### config.mk
export PLATFORM = sky130hd
export DESIGN_NAME = lc3b_mem_ctrl
export DESIGN_NICKNAME = d
export VERILOG_FILES = /design/src/rtl/lc3b_mem_ctrl.sv
export SDC_FILE = /design/constraint.sdc
export NUM_CORES = 1
export LEC_CHECK = 0
export BUFFER_PORTS_ARGS = -buffer_cell sky130_fd_sc_hd__buf_2
export CORE_MARGIN = 3
export CORE_UTILIZATION = 51
export CTS_CLUSTER_DIAMETER = 120
export CTS_CLUSTER_SIZE = 28
export DETAILED_ROUTE_END_ITERATION = 8
export PLACE_DENSITY = 0.95
export SETUP_SLACK_MARGIN = 0.2
export SKIP_CTS_REPAIR_TIMING = 1
export SLEW_MARGIN = 0
export SYNTH_ARGS = -nofsm -noshare
export SYNTH_HDL_FRONTEND = slang
export SYNTH_SLANG_ARGS = --single-unit
### constraint.sdc
create_clock -name clk -period 3.7 [get_ports clk]
set_input_delay 0.555 -clock clk [delete_from_list [all_inputs] [get_ports clk]]
set_output_delay 0.555 -clock clk [all_outputs]
set_load 0.1 [all_outputs]
### src/rtl/lc3b_mem_ctrl.sv
// LC-3b memory access sequencer: MAR/MDR to req/ack bus, byte-lane formatting, R pulse.
// Optional MEM_TIMEOUT_EN: abort a request that sees no mem_ack within TIMEOUT cycles.
module lc3b_mem_ctrl #(
  parameter int ADDR_W  = 16,
  parameter int DATA_W  = 16,
  parameter int TIMEOUT = 255
) (
  input  logic              clk,
  input  logic              rst_n,
  input  logic              mio_en,
  input  logic              r_w,
  input  logic              data_size,
  input  logic [ADDR_W-1:0] mar,
  input  logic [DATA_W-1:0] wdata,
  output logic [ADDR_W-1:0] mem_addr,
  output logic [DATA_W-1:0] mem_wdata,
  output logic              mem_we,
  output logic [1:0]        mem_be,
  output logic              mem_req,
  input  logic              mem_ack,
  input  logic [DATA_W-1:0] mem_rdata,
  output logic [DATA_W-1:0] rdata,
  output logic              r,
  output logic              err_unaligned,
  output logic              err_timeout
);

  typedef enum logic [1:0] {IDLE, REQ, DONE} state_t;

  state_t            state_q;
  logic              size_q;
  logic              lsb_q;
  logic [ADDR_W-1:0] mem_addr_q;
  logic [DATA_W-1:0] mem_wdata_q;
  logic              mem_we_q;
  logic [1:0]        mem_be_q;
  logic              mem_req_q;
  logic [DATA_W-1:0] rdata_q;
  logic              r_q;
  logic              err_unaligned_q;
  logic [DATA_W-1:0] rdata_d;

`ifdef MEM_TIMEOUT_EN
  localparam int CNT_W = (TIMEOUT > 255) ? $clog2(TIMEOUT + 1) : 8;
  logic [CNT_W-1:0] tmo_cnt_q;
  logic             err_timeout_q;
  assign err_timeout = err_timeout_q;
`else
  logic unused_timeout_cfg;
  assign unused_timeout_cfg = (TIMEOUT != 0);
  assign err_timeout = 1'b0;
`endif

  // Read data formatting: byte reads are sign-extended from the addressed lane.
  always_comb begin
    rdata_d = mem_rdata;
    if (!size_q) begin
      if (lsb_q) rdata_d = {{(DATA_W-8){mem_rdata[15]}}, mem_rdata[15:8]};
      else       rdata_d = {{(DATA_W-8){mem_rdata[7]}},  mem_rdata[7:0]};
    end
  end

  always_ff @(posedge clk or negedge rst_n) begin
    if (!rst_n) begin
      state_q         <= IDLE;
      size_q          <= 1'b0;
      lsb_q           <= 1'b0;
      mem_addr_q      <= '0;
      mem_wdata_q     <= '0;
      mem_we_q        <= 1'b0;
      mem_be_q        <= 2'b00;
      mem_req_q       <= 1'b0;
      rdata_q         <= '0;
      r_q             <= 1'b0;
      err_unaligned_q <= 1'b0;
`ifdef MEM_TIMEOUT_EN
      tmo_cnt_q       <= '0;
      err_timeout_q   <= 1'b0;
`endif
    end else begin
      case (state_q)
        IDLE: begin
          if (mio_en) begin
            size_q <= data_size;
            lsb_q  <= mar[0];
            if (data_size && mar[0]) begin
              state_q         <= DONE;
              r_q             <= 1'b1;
              err_unaligned_q <= 1'b1;
            end else begin
              state_q    <= REQ;
              mem_req_q  <= 1'b1;
              mem_we_q   <= r_w;
              mem_addr_q <= {mar[ADDR_W-1:1], 1'b0};
              if (data_size) begin
                mem_be_q    <= 2'b11;
                mem_wdata_q <= wdata;
              end else begin
                mem_be_q    <= mar[0] ? 2'b10 : 2'b01;
                mem_wdata_q <= {wdata[7:0], wdata[7:0]};
              end
`ifdef MEM_TIMEOUT_EN
              tmo_cnt_q <= '0;
`endif
            end
          end
        end
        REQ: begin
          if (mem_ack) begin
            state_q   <= DONE;
            mem_req_q <= 1'b0;
            mem_we_q  <= 1'b0;
            mem_be_q  <= 2'b00;
            r_q       <= 1'b1;
            if (!mem_we_q) rdata_q <= rdata_d;
          end
`ifdef MEM_TIMEOUT_EN
          // The count reaches TIMEOUT on this cycle's increment; ack above takes priority.
          else if (tmo_cnt_q == CNT_W'(TIMEOUT - 1)) begin
            state_q       <= DONE;
            mem_req_q     <= 1'b0;
            mem_we_q      <= 1'b0;
            mem_be_q      <= 2'b00;
            r_q           <= 1'b1;
            err_timeout_q <= 1'b1;
            rdata_q       <= '0;
          end else begin
            tmo_cnt_q <= tmo_cnt_q + 1'b1;
          end
`endif
        end
        DONE: begin
          state_q         <= IDLE;
          r_q             <= 1'b0;
          err_unaligned_q <= 1'b0;
`ifdef MEM_TIMEOUT_EN
          err_timeout_q   <= 1'b0;
`endif
        end
        default: state_q <= IDLE;
      endcase
    end
  end

  assign mem_addr      = mem_addr_q;
  assign mem_wdata     = mem_wdata_q;
  assign mem_we        = mem_we_q;
  assign mem_be        = mem_be_q;
  assign mem_req       = mem_req_q;
  assign rdata         = rdata_q;
  assign r             = r_q;
  assign err_unaligned = err_unaligned_q;

endmodule

==> impl_metrics.env <==
export IMPL_final_area_mm2=0.003239
export IMPL_rows=25
export IMPL_htree_levels=3
export IMPL_cts_tree="done"
export IMPL_finalCritPeriodShare_pct=48.09
export IMPL_crit_slowest_cell="dfrtp_1"
export IMPL_yosys_cell_types_count=30
export IMPL_dpl_cell_count=355
export IMPL_drv_slew=0
export IMPL_syn_area_mm2=0.002564
export IMPL_routedWlPerCell_um=14.99
export IMPL_hold_viol=0
export IMPL_fin_worst_skew_ns=0.005414
export IMPL_slew_headroom_pct=48.04
export IMPL_path_class="reg -> reg"
export IMPL_vias_per_cell=4.970
export IMPL_hpwl_mm=4.183
export IMPL_io_buffers=106
export IMPL_crit_family="simple AND/OR/NAND/NOR gates"
export IMPL_grt_busiest_layer="met2"
export IMPL_cts_made_buffers=9
export IMPL_crit_path_max_fanout=34
export IMPL_die_x_um=76.90
export IMPL_place_area_mm2=0.003095
export IMPL_status="finished, final reports clean"
export IMPL_multi_input_area_mm2=0.001040
export IMPL_worst_setup_path_end_kind="flip-flop"
export IMPL_cp_start_kind="flip-flop"
export IMPL_max_cap_violations=0
export IMPL_die_area_mm2=0.005914
export IMPL_final_seq_area_mm2=0.001426
export IMPL_postSynthAreaPerCell_um2=13.15
export IMPL_final_cell_mix="buf_2 (106), dfrtp_1 (57), mux2_4 (27), nor2_1 (18), nand2_1 (16)"
export IMPL_grt_ovfl_total=0
export IMPL_areaGrowthSynthToFinish_pct=26.35
export IMPL_grt_max_degree=37
export IMPL_grtUsageMet1_pct=24.32
export IMPL_diodes=0
export IMPL_die_y_um=76.90
export IMPL_ios=109
export IMPL_setup_tns_ns=0
export IMPL_drive_gt1_share_pct=53.64
export IMPL_max_clock_path_buffers=2
export IMPL_rsz0062_at_grt="false"
export IMPL_layout_cells_non_filler=369
export IMPL_period_minus_slack_ns=1.779
export IMPL_postRouteAntennaNets=0
export IMPL_vias=1834
export IMPL_grt_use_met3_pct=2.934
export IMPL_worstPathCellList="nor3b_4 -> nand2_4 -> mux2_4"
export IMPL_drt_pre_antenna_iters=4
export IMPL_track_usage_pct=19.69
export IMPL_coreArea_mm2=0.004786
export IMPL_min_path_type="in -> async"
export IMPL_drt_iter0_drc=78
export IMPL_ys_seq_area_share_pct=55.64
export IMPL_n_fill_cell=358
export IMPL_clock_sinks=57
export IMPL_final_common_cell="buf_2"
export IMPL_cp_arrival_ns=1.97
export IMPL_synth_seq_cells=57
export IMPL_path_clk_slew_ns=0.06
export IMPL_holdWs_ns=0.3141
export IMPL_met2_usage_pct=32.75
export IMPL_max_clock_freq_ghz=0.5621
export IMPL_setup_viol=0
export IMPL_nNetsFinal=353
export IMPL_drc=0
export IMPL_yosysWarnings=0
export IMPL_wl_mm=5.531
export IMPL_grt_pass1_wl_mm=9.114
export IMPL_critPathRequiredTime_ns=3.89
export IMPL_initial_core_util_pct=53.57
export IMPL_critPathBufInv=0
export IMPL_grt_pass1_vias=1868
export IMPL_slowest_delay_ns=0.52
export IMPL_cts_root_buf="clkbuf_8"
export IMPL_gp_congestion=0.8621
export IMPL_tightestPinTransition_ns=0.7794
export IMPL_synthCells=195
export IMPL_antenna_found_initial=0
export IMPL_insertion_delay_ns=0.32
## final cells by class
| type | instances | share of cell area (%) |
|---|---|---|
| clock buffer | 13 | 4.287 |
| clock inverter | 1 | 0.1545 |
| inverter | 2 | 0.2317 |
| multi-input combinational | 122 | 32.10 |
| sequential | 57 | 44.03 |
| tap | 67 | 2.588 |
| timing repair buffer | 107 | 16.61 |
## final timing paths
path	cells past startpoint	startpoint	to	slack, ns
max	3	state_q[1]$_DFFE_PN0P_	mem_wdata[8]$_DFFE_PN0P_	1.92
min	1	rst_n	rdata[8]$_DFFE_PN0P_	0.31
max reg2reg	3	state_q[1]$_DFFE_PN0P_	mem_wdata[8]$_DFFE_PN0P_	1.92
min reg2reg	2	mem_req$_DFFE_PN0P_	mem_req$_DFFE_PN0P_	0.48
max in group asynchronous	2	rst_n	mem_wdata[6]$_DFFE_PN0P_	2.59
min in group clk	2	mar[6]	mem_addr[6]$_DFFE_PN0P_	0.47
## cell usage after synthesis, drive strengths merged
cell type   n  area, um^2
and4b       2       20.02
o21ai       1       5.000
o211ai      1       7.510
or2         1       6.260
inv         2       7.510
a21oi      10       50.05
buf        11       78.82
nor4        1       6.260
o311ai      1       8.760
a221oi      1       8.760
a211o       1       8.760
conb        1       3.750
a31oi       9       56.30
nor3b       1       18.77
nand2      17       71.32
nor2       18       67.56
o31ai       1       7.510
dfrtp      57        1426
and4bb      1       12.51
nor2b       1       6.260
a211oi      1       7.510
mux2i       8       80.08
clkbuf      4       15.01
mux2       41       563.0
nand3b      1       7.510
nand2b      2       12.51
## sequential cells by signal (all words and copies together) (netlist names)
signal / cells
mem_we: 1
r: 1
mem_addr: 15
rdata: 16
mem_be: 2
err_unaligned: 1
mem_req: 1
mem_wdata: 16
state_q: 2
size_q: 1
lsb_q: 1
## metal layers
layer	part of all wire [%]	vias up
li1	-	884
met1	43	874
met2	50	60
met3	4.2	16
met4	3.0	0
met5	0	-
## kinds of logic (layout without fill, tap and decap cells)
| kind of cell | Yosys count | after routing | share of synthesized area, % |
|---|---|---|---|
| simple gates | 45 | 45 | 8.932 |
| other cells | 1 | 2 | 0.1463 |
| buf+inv | 17 | 123 | 3.953 |
| mux | 49 | 49 | 25.09 |
| flops | 57 | 57 | 55.64 |
| compound gates | 26 | 26 | 6.247 |
## per-stage QoR
stage          util (%)  setup slack, ns
2_1_floorplan         -            1.919
3_3_place_gp      64.68            1.743
3_5_place_dp      64.68            1.664
4_1_cts           67.69            1.918
5_1_grt           67.69            1.836
6_report          67.69            1.921
Power is left out: the tool's default activity adds up to more than one toggle a clock period on the data nets, which glitch-free logic cannot reach.
